[src/rtl/seq_tx_101010.sv]
// seq_tx_101010: serial pattern transmitter.
// Sends a WIDTH-bit pattern MSB first, repeat_n+1 frames back-to-back.
// The pattern is either the PATTERN parameter or pattern_in, and is captured
// when start is accepted. abort ends the transmission early.
// Optional feature macro: SEQ_TX_PARITY_EN. When it is defined, every frame
// is followed by one even-parity bit.
module seq_tx_101010 #(
    parameter int              WIDTH   = 6,
    parameter logic [WIDTH-1:0] PATTERN = 6'b101010,
    parameter int              CNT_W   = 4
) (
    input  logic             clock,
    input  logic             reset,
    input  logic             start,
    input  logic             load_sel,
    input  logic [WIDTH-1:0] pattern_in,
    input  logic [CNT_W-1:0] repeat_n,
    input  logic             abort,
    output logic             x,
    output logic             valid,
    output logic             busy,
    output logic             frame_end,
    output logic             done
);

    localparam int BIT_W = (WIDTH > 1) ? $clog2(WIDTH) : 1;

`ifdef SEQ_TX_PARITY_EN
    typedef enum logic [1:0] {IDLE = 2'd0, SHIFT = 2'd1, PAR = 2'd2, DONE = 2'd3} state_t;
`else
    typedef enum logic [1:0] {IDLE = 2'd0, SHIFT = 2'd1, DONE = 2'd3} state_t;
`endif

    state_t             state_reg, state_next;
    logic [WIDTH-1:0]   shift_reg, shift_next;
    logic [WIDTH-1:0]   pat_reg, pat_next;
    logic [BIT_W-1:0]   bit_cnt_reg, bit_cnt_next;
    logic [CNT_W-1:0]   frame_cnt_reg, frame_cnt_next;
    logic               last_bit;

    // The final data bit of the current frame is on x this cycle.
    assign last_bit = (bit_cnt_reg == BIT_W'(WIDTH - 1));

    // State register.
    always_ff @(posedge clock or posedge reset) begin
        if (reset) begin
            state_reg <= IDLE;
        end else begin
            state_reg <= state_next;
        end
    end

    // Datapath registers: shift register, captured pattern, bit and frame counters.
    always_ff @(posedge clock or posedge reset) begin
        if (reset) begin
            shift_reg     <= '0;
            pat_reg       <= '0;
            bit_cnt_reg   <= '0;
            frame_cnt_reg <= '0;
        end else begin
            shift_reg     <= shift_next;
            pat_reg       <= pat_next;
            bit_cnt_reg   <= bit_cnt_next;
            frame_cnt_reg <= frame_cnt_next;
        end
    end

    // Next-state and datapath update logic.
    always_comb begin
        state_next     = state_reg;
        shift_next     = shift_reg;
        pat_next       = pat_reg;
        bit_cnt_next   = bit_cnt_reg;
        frame_cnt_next = frame_cnt_reg;
        case (state_reg)
            IDLE: begin
                // abort has no effect here, so start wins when both are high.
                if (start) begin
                    pat_next       = load_sel ? pattern_in : PATTERN;
                    shift_next     = load_sel ? pattern_in : PATTERN;
                    bit_cnt_next   = '0;
                    frame_cnt_next = repeat_n;
                    state_next     = SHIFT;
                end
            end
            SHIFT: begin
                if (abort) begin
                    state_next = DONE;
                end else if (last_bit) begin
`ifdef SEQ_TX_PARITY_EN
                    state_next = PAR;
`else
                    // Frame complete: either finish or reload the captured pattern.
                    if (frame_cnt_reg == '0) begin
                        state_next = DONE;
                    end else begin
                        shift_next     = pat_reg;
                        bit_cnt_next   = '0;
                        frame_cnt_next = frame_cnt_reg - CNT_W'(1);
                    end
`endif
                end else begin
                    shift_next   = {shift_reg[WIDTH-2:0], 1'b0};
                    bit_cnt_next = bit_cnt_reg + BIT_W'(1);
                end
            end
`ifdef SEQ_TX_PARITY_EN
            PAR: begin
                if (abort || frame_cnt_reg == '0) begin
                    state_next = DONE;
                end else begin
                    shift_next     = pat_reg;
                    bit_cnt_next   = '0;
                    frame_cnt_next = frame_cnt_reg - CNT_W'(1);
                    state_next     = SHIFT;
                end
            end
`endif
            DONE: begin
                state_next = IDLE;
            end
            default: begin
                state_next = IDLE;
            end
        endcase
    end

    // Output decode from the registered state and shift register.
    always_comb begin
        x         = 1'b0;
        valid     = 1'b0;
        busy      = 1'b0;
        frame_end = 1'b0;
        done      = 1'b0;
        case (state_reg)
            SHIFT: begin
                x     = shift_reg[WIDTH-1];
                valid = 1'b1;
                busy  = 1'b1;
`ifdef SEQ_TX_PARITY_EN
                frame_end = 1'b0;
`else
                frame_end = last_bit;
`endif
            end
`ifdef SEQ_TX_PARITY_EN
            PAR: begin
                // Even parity: the frame plus this bit has an even number of ones.
                x         = ^pat_reg;
                valid     = 1'b1;
                busy      = 1'b1;
                frame_end = 1'b1;
            end
`endif
            DONE: begin
                done = 1'b1;
            end
            default: begin
                x = 1'b0;
            end
        endcase
    end

endmodule

[config.mk]
export PLATFORM = sky130hd
export DESIGN_NAME = seq_tx_101010
export DESIGN_NICKNAME = d
export VERILOG_FILES = /design/src/rtl/seq_tx_101010.sv
export SDC_FILE = /design/constraint.sdc
export NUM_CORES = 1
export LEC_CHECK = 0
export BUFFER_PORTS_ARGS = -buffer_cell sky130_fd_sc_hd__clkbuf_2
export CELL_PAD_IN_SITES_DETAIL_PLACEMENT = 1
export CELL_PAD_IN_SITES_GLOBAL_PLACEMENT = 2
export CORE_MARGIN = 2
export CORE_UTILIZATION = 35
export CTS_BUF_LIST = sky130_fd_sc_hd__clkbuf_8
export DETAILED_ROUTE_END_ITERATION = 6
export GPL_ROUTABILITY_DRIVEN = 0
export PLACE_DENSITY_LB_ADDON = 0.12
export REMOVE_ABC_BUFFERS = 1
export SLEW_MARGIN = 20
export SYNTH_ARGS = -nofsm -noshare
export SYNTH_HDL_FRONTEND = slang
export SYNTH_SLANG_ARGS = --single-unit
[constraint.sdc]
create_clock -name clock -period 2.1 [get_ports clock]
set_input_delay 0.315 -clock clock [delete_from_list [all_inputs] [get_ports clock]]
set_output_delay 0.315 -clock clock [all_outputs]
set_load 0.01 [all_outputs]
# --- Yosys cells after proc, flatten, opt, wreduce, memory -nomap -nowiden ---
# Cells that the tools add are included.
totals:
  out_inout_bits: 5
  wordCells: 49
  register_bits: 21
classes:
  n_eq_ne: 10
  add_sub_neg: 2
  n_reduce_logical: 7
  mux: 25
op_table:
  columns: ["cell", "n"]
  rows:
  - ["$mux W6", 5]
  - ["$mux W4", 4]
  - ["$mux W3", 4]
  - ["$pmux W6 S2", 1]
  - ["$ne A3 B3 Y1 const B", 3]
  - ["$mux W2", 4]
  - ["$ne A2 B2 Y1 const B", 4]
  - ["$pmux W4 S2", 1]
  - ["$pmux W3 S2", 1]
  - ["$reduce_and A5 Y1", 1]
  - ["$logic_not A4 Y1", 1]
  - ["$mux W1", 4]
  - ["$pmux W2 S2", 1]
  - ["$reduce_and A4 Y1", 1]
  - ["$sub A4 B1 Y4 const B", 1]
  - ["$add A3 B1 Y3 const B", 1]
  - ["$eq A3 B3 Y1 const B", 1]
  - ["$reduce_and A3 Y1", 1]
  - ["$eq A2 B1 Y1 const B", 1]
  - ["$eq A2 B2 Y1 const B", 1]
  - ["$logic_not A2 Y1", 1]
  - ["$reduce_and A2 Y1", 1]
  - ["$reduce_bool A2 Y1", 1]

# --- Depth between registers and ports, before layout ---
depth:
  ltp_word: 5
  ltp_mapped: 6

# --- Least setup slack after synthesis ---
# No wires, ideal clock.
synth_path:
  kind: "flip-flop to flip-flop"
  start: "register frame_cnt_reg[0]"
  end: "register bit_cnt_reg[0]"
  required_ps: 1975
  arrival_time_ps: 1505
  setup_slack_ps: 470
  path_stages_with_launch: 7
  setup_time_ps: 125
  cell_sequence: "dfrtp_1 -> inv_1 -> ha_1 -> nor3b_1 -> a21o_1 -> buf_6 -> mux2_4"
synth_between:
  elab_chain_len: 3
synth_rtl:
  columns: ["item", "line_no", "rtl"]
  rows:
  - ["start, declared", "38", "logic [CNT_W-1:0] frame_cnt_reg, frame_cnt_next;"]
  - ["start signal, assigned", "64", "frame_cnt_reg <= frame_cnt_next;"]
  - ["$logic_not A4 Y1", "94", "if (frame_cnt_reg == '0) begin"]
  - ["$ne A3 B3 Y1 (no source line)", null, null]
  - ["$reduce_and A4 Y1 (no source line)", null, null]
  - ["end signal, assigned", "63", "bit_cnt_reg <= bit_cnt_next;"]
  - ["end, declared", "37", "logic [BIT_W-1:0] bit_cnt_reg, bit_cnt_next;"]
# No other way between the ends.
# A chain may end at the register's enable or synchronous reset.

# --- Worst setup path after layout ---
layout_path:
  start: "register state_reg[1]"
  end: "output port x"
layout_between:
  elab_chain_len: 2
layout_rtl:
  columns: ["item", "line_no", "rtl"]
  rows:
  - ["start, declared", "34", "state_t state_reg, state_next;"]
  - ["start signal, assigned", "49", "state_reg <= state_next;"]
  - ["$eq A2 B1 Y1", "135", "case (state_reg)"]
  - ["$mux W1", "135", null]
  - ["end, declared", "19", "output logic x,"]
# No other way between the ends.

==> flow_summary.yaml <==
place:
  portBuffers: 19
  placed_area_um2: 1290
  hpwlAfterDp_um: 2020
  dp_worst_setup_slack_ps: 318
  dp_cells: 179
synthesis:
  seq_area_frac_synth_pct: 45.7
  synth_area_leaders: "dfrtp_1 46%, mux2_4 9.1%, o21ai_0 6.5%"
  synth_seq_cells: 21
  yosys_warnings: 0
  ys_types: 31
  yosysTopAreaCell: "dfrtp_1"
  synth_area_um2: 1150
  postSynthAreaPerCell_um2: 9.67
  synthCells: 119
  synth_top_area_share_pct: 45.7
sta:
  finalCritPeriodShare_pct: 89.6
  worst_slew_margin_rel_pct: 70.4
  worstMarginPinSlew_ps: 444
  finalSetupTns_ps: 0
  setup_slack_ps: 218
  fin_worst_skew_ps: 6.22
  timing.fmax_ghz: 0.531
  maxSlewViolCount: 0
  rsz0062_at_grt: "no"
  setup_viol: 0
  period_minus_slack_ps: 1880
  hold_viol_final: 0
clock_tree:
  postCtsResizedCells: 0
  cts_buffers: 3
  cts_buffer_depth: 2
  ctsHoldBuffers: 0
  cts_root_buf: "clkbuf_8"
  post_cts.repair.setup_buffers: 0
  worst_skew_pair.late_latency_ps: 270
  clock-sinks: 21
  clkSlewWorstSetupHoldPaths_ps: 80
  cts-htree-levels: 1
  cts_tree: "done"
global_routing:
  grt_max_degree: 22
  busiest_layer: "met2"
  grt_pass1_wl_um: 4680
  grt-ovfl-total: 0
  grt_util_met2_pct: 28.4
  met3_usage_pct: 3.99
  grt_use_total_pct: 17.5
  antenna_found_initial: 0
  grtUsageMet1_pct: 23.0
  first_global_vias: 934
power_and_ir_drop:
  peakVddDrop_mv: 0.651
  powerDensity_nw_per_um2: 1230
  power.leakage_nw: 0.646
route:
  dr.pass1.iters: 4
  routedWlPerCell_um: 15.4
  vias_per_cell: 5.03
  dr_total_vias: 920
  antenna_left: 0
  dr.first_iter.drc_count: 42
  drc: 0
  routed_wl_um: 2820
cells_and_area:
  fillCellCount: 385
  fin_nets: 156
  diodes: 0
  final_core_utilization_pct: 42.9
  fin_area_um2: 1330
  instances_no_fill: 183
  final_common_cell: "dfrtp_1"
  final_cell_mix: "21 x dfrtp_1, 19 x nand2_1, 19 x clkbuf_2"
  area_growth_pct: 15.8
  drive_above_1_share_pct: 28.8
worst_setup_path:
  arrival_ps: 1570
  cp-end-kind: "output port"
  cp_max_fo: 10
  required_ps: 1780
  setup.worst_path.start_class: "flip-flop"
  crit_type: "reg -> out"
die:
  dieArea_um2: 3760
  die_height_um: 61.4
  design.core.area_um2: 3100
  chipWidth_um: 61.4
  start_util_pct: 37.1
  num_rows: 20
  pin_count: 20
min_path:
  min_path_type: "in -> async"
status:
  outcome: "finished clean"
flow_run:
  max-cap-violations: 0
==> kinds of logic (layout without fill, tap and decap cells) <==
group           after synthesis  after routing  synth area share, %
simple gates                 41             41                 18.8
compound gates               38             38                 19.9
flops                        21             21                 45.7
buf+inv                      10             30                 4.56
mux                           8              8                 10.0
fa+ha+maj                     1              1                 1.09
==> worst paths after layout <==
check / slack [ps] / cells past startpoint / end / startpoint
min reg2reg: 490 / 2 / pat_reg[1] / pat_reg[1]
max reg2reg: 270 / 5 / shift_reg[5] / frame_cnt_reg[0]
min in group clock: 270 / 3 / state_reg[1] / abort
max in group asynchronous: 1830 / 3 / pat_reg[3] / reset
max: 220 / 4 / x / state_reg[1]
min: 40 / 3 / state_reg[0] / reset
==> metal layers <==
layer	vias to the layer above	share of wire (%)
met5	-	0
met4	0	1.5
met3	4	3.9
met2	18	49
met1	440	46
li1	458	-
==> final cells by class <==
| cell class | instances | area, µm² | share of cell area [%] |
|---|---|---|---|
| multi-input cells | 88 | 573 | 43.0 |
| flip-flops and latches | 21 | 526 | 39.4 |
| repair buffers | 22 | 118 | 8.83 |
| well taps | 44 | 55.1 | 4.13 |
| clock buffers | 3 | 41.3 | 3.10 |
| inverters | 4 | 15.0 | 1.13 |
| clock inverters | 1 | 5.00 | 0.376 |
==> through the flow <==
| stage | hold slack, ps | power, W |
|---|---|---|
| floorplan | 292 | 0.00116 |
| global placement | 344 | 0.00133 |
| detailed placement | 353 | 0.00136 |
| CTS | 49.8 | 0.00166 |
| global route | 50.0 | 0.00176 |
| finish | 38.4 | 0.00164 |
==> synth_stat cells <==
cell and number:
a32oi_1 1, and3b_1 1, and2_1 1, and2_2 1, o2bb2ai_1 1, a21o_1 2
buf_6 1, a22oi_1 6, nor2_4 1, nand2b_2 1, nand2_1 19, mux2_4 7
a31o_2 2, or3b_2 1, nor2_1 6, buf_2 3, inv_1 4, o41ai_1 1
mux2i_1 1, nor3_1 1, dfrtp_1 21, nor3b_1 2, a21oi_1 10, nor2b_1 3
nand4b_1 1, o21ai_0 15, buf_4 1, ha_1 1, nand3b_2 1, clkbuf_1 1
nand2b_1 2
==> worst max-delay path, stage by stage (launching register included) <==
cell and delay (ps):
dfrtp_1 430, nand2b_2 310, inv_1 250, and2_1 180, clkbuf_2 130
==> where the power goes <==
part	internal, W	switching [W]	leakage [nW]
sequential	0.000572	0.000127	0.258
clock	0.000133	0.000147	0.0255
combinational	0.000319	0.000338	0.362
No activity file was read; power rests on OpenSTA's default activity.
